--- config.mk ---
export PLATFORM = sky130hd
export DESIGN_NAME = unidade_controle_exp2
export DESIGN_NICKNAME = d
export VERILOG_FILES = /design/src/rtl/unidade_controle_exp2.sv
export SDC_FILE = /design/constraint.sdc
export NUM_CORES = 1
export LEC_CHECK = 0
export ABC_CLOCK_PERIOD_IN_PS = 3490
export BUFFER_PORTS_ARGS = -buffer_cell sky130_fd_sc_hd__buf_2
export CORE_AREA = 4 4 41 43
export DETAILED_ROUTE_END_ITERATION = 8
export DIE_AREA = 0 0 45 47
export PLACE_DENSITY = 0.55
export SYNTH_ARGS = -nofsm -noshare
export SYNTH_HDL_FRONTEND = slang
export SYNTH_SLANG_ARGS = --single-unit
--- constraint.sdc ---
create_clock -name clock -period 3.49 [get_ports clock]
set_input_delay 0.1745 -clock clock [delete_from_list [all_inputs] [get_ports clock]]
set_output_delay 0.1745 -clock clock [all_outputs]
set_load 0.005 [all_outputs]
--- src/rtl/unidade_controle_exp2.sv ---
// Control FSM for the counter/comparator search: clears the counter, counts until
// the count matches the switches, then reports hit (acerto) or overrun (erro).
module unidade_controle_exp2 (
   input  logic       clock,
   input  logic       reset,
   input  logic       iniciar,
   input  logic       pausa,
   input  logic       igual,
   input  logic       fim,
   output logic       zera,
   output logic       conta,
   output logic       pronto,
   output logic       acertou,
   output logic [3:0] db_estado
);

   typedef enum logic [3:0] {
      INICIAL    = 4'b0000,
      PREPARACAO = 4'b0001,
      CONTAGEM   = 4'b0010,
      PAUSADO    = 4'b0011,
      ACERTO     = 4'b1010,
      ERRO       = 4'b1110
   } estado_t;

   estado_t estado_q, estado_d;

   // NOTE: sequential state uses non-blocking assignment so every flop samples
   // the pre-edge value; blocking here would create simulation/synthesis races.
   always_ff @(posedge clock or posedge reset) begin
      if (reset) estado_q <= INICIAL;
      else       estado_q <= estado_d;
   end

   // NOTE: estado_d gets a default before the case so no path leaves it
   // unassigned, which would otherwise infer a latch.
   always_comb begin
      estado_d = estado_q;
      case (estado_q)
         INICIAL:    if (iniciar) estado_d = PREPARACAO;
         PREPARACAO: estado_d = CONTAGEM;
         CONTAGEM: begin
            // igual beats fim so chaves=15 ends in acerto rather than erro
            if      (igual) estado_d = ACERTO;
            else if (fim)   estado_d = ERRO;
            else if (pausa) estado_d = PAUSADO;
         end
         PAUSADO:    if (!pausa) estado_d = CONTAGEM;
         ACERTO,
         ERRO:       if (iniciar) estado_d = PREPARACAO;
         default:    estado_d = INICIAL;
      endcase
   end

   always_comb begin
      zera    = (estado_q == PREPARACAO);
      // Mealy enable: freezes the counter on the matching value, never wraps
      conta   = (estado_q == CONTAGEM) & ~igual & ~fim & ~pausa;
      pronto  = (estado_q == ACERTO) | (estado_q == ERRO);
      acertou = (estado_q == ACERTO);
   end

   assign db_estado = estado_q;

endmodule

# Word-level counts from Yosys, hierarchy flattened
# Index checks and enable logic that the tools add are counted.
# op_classes
n_reduce_logical	3
div	0
n_bitwise	7
mul	0
add_sub_neg	0
shift	0
muxes	6
n_eq_ne	8
n_lt_le_gt_ge	0
# ops
op	count
4-bit two-way mux	5
4-bit case mux with 4 select lines	1
4-bit by 2-bit == test with 1-bit output (second input constant)	2
4-bit == test (second input constant)	2
4-bit by 1-bit == test with 1-bit output (second input constant)	1
4-bit logical NOT	1
4-bit inequality test (second input constant)	1
1-bit bitwise AND	3
1-bit NOT	3
3-bit AND reduction	1
3-bit OR reduction	1
2-bit by 1-bit inequality test with 1-bit output (second input constant)	1
2-bit inequality test (second input constant)	1
1-bit OR	1
# word_totals
ramBits	0
memories	0
inputBits	6
romBits	0
latchBits	0
reg_bits	4
elab_cells	25

# Longest topological paths before layout
# logic_depth
word_depth	4
ltp_mapped	4

# Least setup slack after synthesis
# No wires, ideal clock.
# synth_path
path_kind	register to register
start	register estado_q[3], in the netlist db_estado[3]
end	register estado_q[0], in the netlist db_estado[0]
stages_incl_launch_ff	5
setup_time_ps	135
slack_ps	2247
t_arrival_ps	1107
required_ps	3355
n_path_buf	1
path_cell_list	dfrtp_1 > buf_6 > nor4_4 > nor4b_4 > a221oi_2
# synth_between
elab_chain_len	4
# synth_rtl
item	line	rtl
start, declared	26	estado_t estado_q, estado_d;
start signal, assigned	32	else estado_q <= estado_d;
4-bit == test or 4-bit logical NOT (tied branches)	39	case (estado_q)
3-bit OR reduction (no line)	--	
2-bit by 1-bit inequality test with 1-bit output (no line)	--	
3-bit AND reduction (no line)	--	
# Parallel ways exist; a longest one is shown, timed or not.
# A chain may end at the register's enable or synchronous reset.

# Worst setup path in the final report
# layout_path
start	register estado_q[3], in the netlist db_estado[3]
end	output conta
# layout_between
elab_chain_len	4
# layout_rtl
item	line	rtl
4-bit by 2-bit == test with 1-bit output	58	conta = (estado_q == CONTAGEM) & ~igual & ~fim & ~pausa;
1-bit bitwise AND (3 in series)	58	
end, declared	11	output logic conta,
# No other way between the ends.

==> impl_metrics.yaml <==
setup_path:
  timing.rr.end: "db_estado[0]$_DFFE_PP0P_"
  worstPathArrival_ns: 1.48
  r2r_start: "db_estado[3]$_DFFE_PP0P_"
  worst-setup-path-type: "reg2out"
  crit_fanout: 10
  cp-end-kind: "primary output"
  cp_data_required_time_ns: 3.32
  start_kind: "flop"
  reg2reg_depth: 3
  ff2ff_setup_slack_ns: 2.20
sta:
  worstMarginPinSlew_ns: 0.333
  fin_crit_sh: 0.473
  rsz0062_at_grt: "no"
  hold_viol_final: 0
  whs_ns: 0.171
  slew_headroom: 0.778
  fmax_ghz: 0.606
  finalClockSkew_ns: 0.00410
  timing.final.max_slew_violations: 0
  setup_viol: 0
  final.setup.tns_ns: 0
  finalCriticalPeriod_ns: 1.65
power:
  leakagePower_nw: 0.195
  power.total_mw: 0.298
  p_int_mw: 0.177
  power_density_nw_per_um2: 741
  comb_power_share: 0.460
  clockPowerShare: 0.190
  p_sw_frac: 0.404
  seqPwrFrac: 0.350
  p_switching_mw: 0.120
  peakVddDrop_uv: 329
grt:
  grt_pass1_wl_um: 1110
  met1_usage: 0.0894
  grt_pass1_vias: 282
  gr-usage-met3: 0.0651
  grt_most_used_layer: "met2"
  grt_usage: 0.0777
  antenna_found_initial: 0
  gr-total-overflow: 0
  grt_max_degree: 11
  grtUsageMet2: 0.102
die:
  die_h_um: 47
  initial_core_util: 0.228
  row_count: 13
  io_pins: 14
  fp.dieW_um: 45
  die-area_sq_um: 2120
  core_area_sq_um: 1300
clock_network:
  cts_tree: "built"
  cts_buffer_depth: 2
  clk_pin_slew_ns: 0.04
  insertion_delay_ns: 0.23
  cts_sinks: 4
  cts_buffers: 3
  post_cts_buffers: 0
  cts_resized: 0
  htreeDepth: 1
  cts-root-buf: "clkbuf_4"
drt:
  firstDrtPassIters: 2
  drc: 0
  antenna_left: 0
  avgViaCountPerCell: 4.73
  vias: 284
  routed_wl_um: 665
  drt_iter0_drc: 2
  routedWlPerCell_um: 11.1
synth:
  synth_area_leader_cell: "dfrtp_1"
  synth.cell_area_sq_um: 297
  synthCells: 29
  avgSynthCellArea_sq_um: 10.2
  synth_cell_types: 20
  synth-seq-area-share: 0.338
  synth-seq-cells: 4
  synth_area_leaders: "dfrtp_1, nor4b_4, nor4_4"
  syn_nets: 35
  yosys_warnings: 0
  netlist.area_leader.share: 0.338
hold_path:
  min_path_cells: 2
  min-delay-start: "iniciar"
  hold_path.class: "in2reg"
  min_to: "db_estado[1]$_DFFE_PP0P_"
placement:
  portBuffers: 13
  gp_congestion: 0.706
finish:
  syn_to_final_growth_pct: 35.4
  final_util: 0.309
  n_antenna_cell: 0
  layout-drive-gt1-share: 0.467
  fin_nets: 53
  fill_cells: 157
  largest_register_ffs: 4
status:
  status: "complete, no violations"
run:
  cap_violations: 0
## stage by stage
| stage | worst slack, ns | std cells | cell area (sq um) |
|---|---|---|---|
| 4_1_cts | 1.82 | 60 | 402 |
| 3_5_place_dp | 2.08 | 56 | 369 |
| 3_3_place_gp | 2.10 | 56 | 369 |
| 5_1_grt | 1.71 | 60 | 402 |
| 2_1_floorplan | 2.25 | 29 | 297 |
| 6_report | 1.84 | 60 | 402 |
## what timing repair did
action                                 CTS  global route
setup endpoints to repair                0             0
hold buffers                             1             0
endpoints found under the hold margin    4             0
## how the worst max path moves through the flow
stage	start	to	slack [ns]	depth (start not counted)
after floorplan	db_estado[3]$_DFFE_PP0P_	db_estado[0]$_DFFE_PP0P_	2.25	4
after CTS	db_estado[3]$_DFFE_PP0P_	conta	1.82	3
after global routing	db_estado[3]$_DFFE_PP0P_	conta	1.71	3
after global placement	db_estado[3]$_DFFE_PP0P_	conta	2.10	3
after detailed placement	db_estado[3]$_DFFE_PP0P_	conta	2.08	3
final	db_estado[3]$_DFFE_PP0P_	conta	1.84	3
## power by group through the flow
stage	combinational (mW)	clock, mW	sequential, mW
6_report	0.137	0.0567	0.104
3_3_place_gp	0.138	0	0.106
5_1_grt	0.152	0.0630	0.110
2_1_floorplan	0.108	0	0.0923
4_1_cts	0.141	0.0598	0.105
3_5_place_dp	0.139	0	0.105
## layout make-up
type / count / area (sq um) / area share
timing repair buffer: 14 / 75.1 / 0.187
clock buffer: 3 / 22.5 / 0.0561
tap: 15 / 18.8 / 0.0467
sequential: 4 / 100 / 0.249
inverter: 2 / 7.51 / 0.0187
multi-input combinational: 22 / 178 / 0.442
## cell usage in the layout, fill, tap and decap left out, types with 2 or more instances in the layout
cell type	instances
a21oi_1	2
dfrtp_1	4
nor2_1	3
o21ai_0	2
clkbuf_4	3
buf_2	13
inv_1	2
nand3b_1	2
## per-layer routing
metal | share of wire | wire (um)
met2 | 0.49 | 323
met5 | 0 | 0
met4 | 0 | 0
met3 | 0.093 | 62
met1 | 0.42 | 279
## worst max-delay path: stages, from the launching register on
cell and delay (ns):
dfrtp_1 0.48, nor4_4 0.33, nor4b_4 0.26, buf_2 0.16
## cell families after synthesis
logic type / after synthesis / share of synthesized area
buf+inv: 3 / 0.0633
mux: 1 / 0.0380
simple gates: 14 / 0.397
compound gates: 7 / 0.165
flops: 4 / 0.338
## synthesized netlist by cell type
| library cell | number |
|---|---|
| nor2_2 | 1 |
| nand3b_1 | 2 |
| a221oi_2 | 1 |
| o32ai_1 | 1 |
| nand2b_1 | 1 |
| o21ai_0 | 2 |
| nand2_1 | 1 |
| nor4b_1 | 1 |
| a21oi_1 | 2 |
| nor4_4 | 1 |
| o21ai_1 | 1 |
| dfrtp_1 | 4 |
| mux2_2 | 1 |
| and3_1 | 1 |
| buf_6 | 1 |
| nor2_1 | 3 |
| and2b_1 | 1 |
| nor4b_4 | 1 |
| inv_1 | 2 |
| or2b_1 | 1 |
No activity file was read; power rests on OpenSTA's default activity.
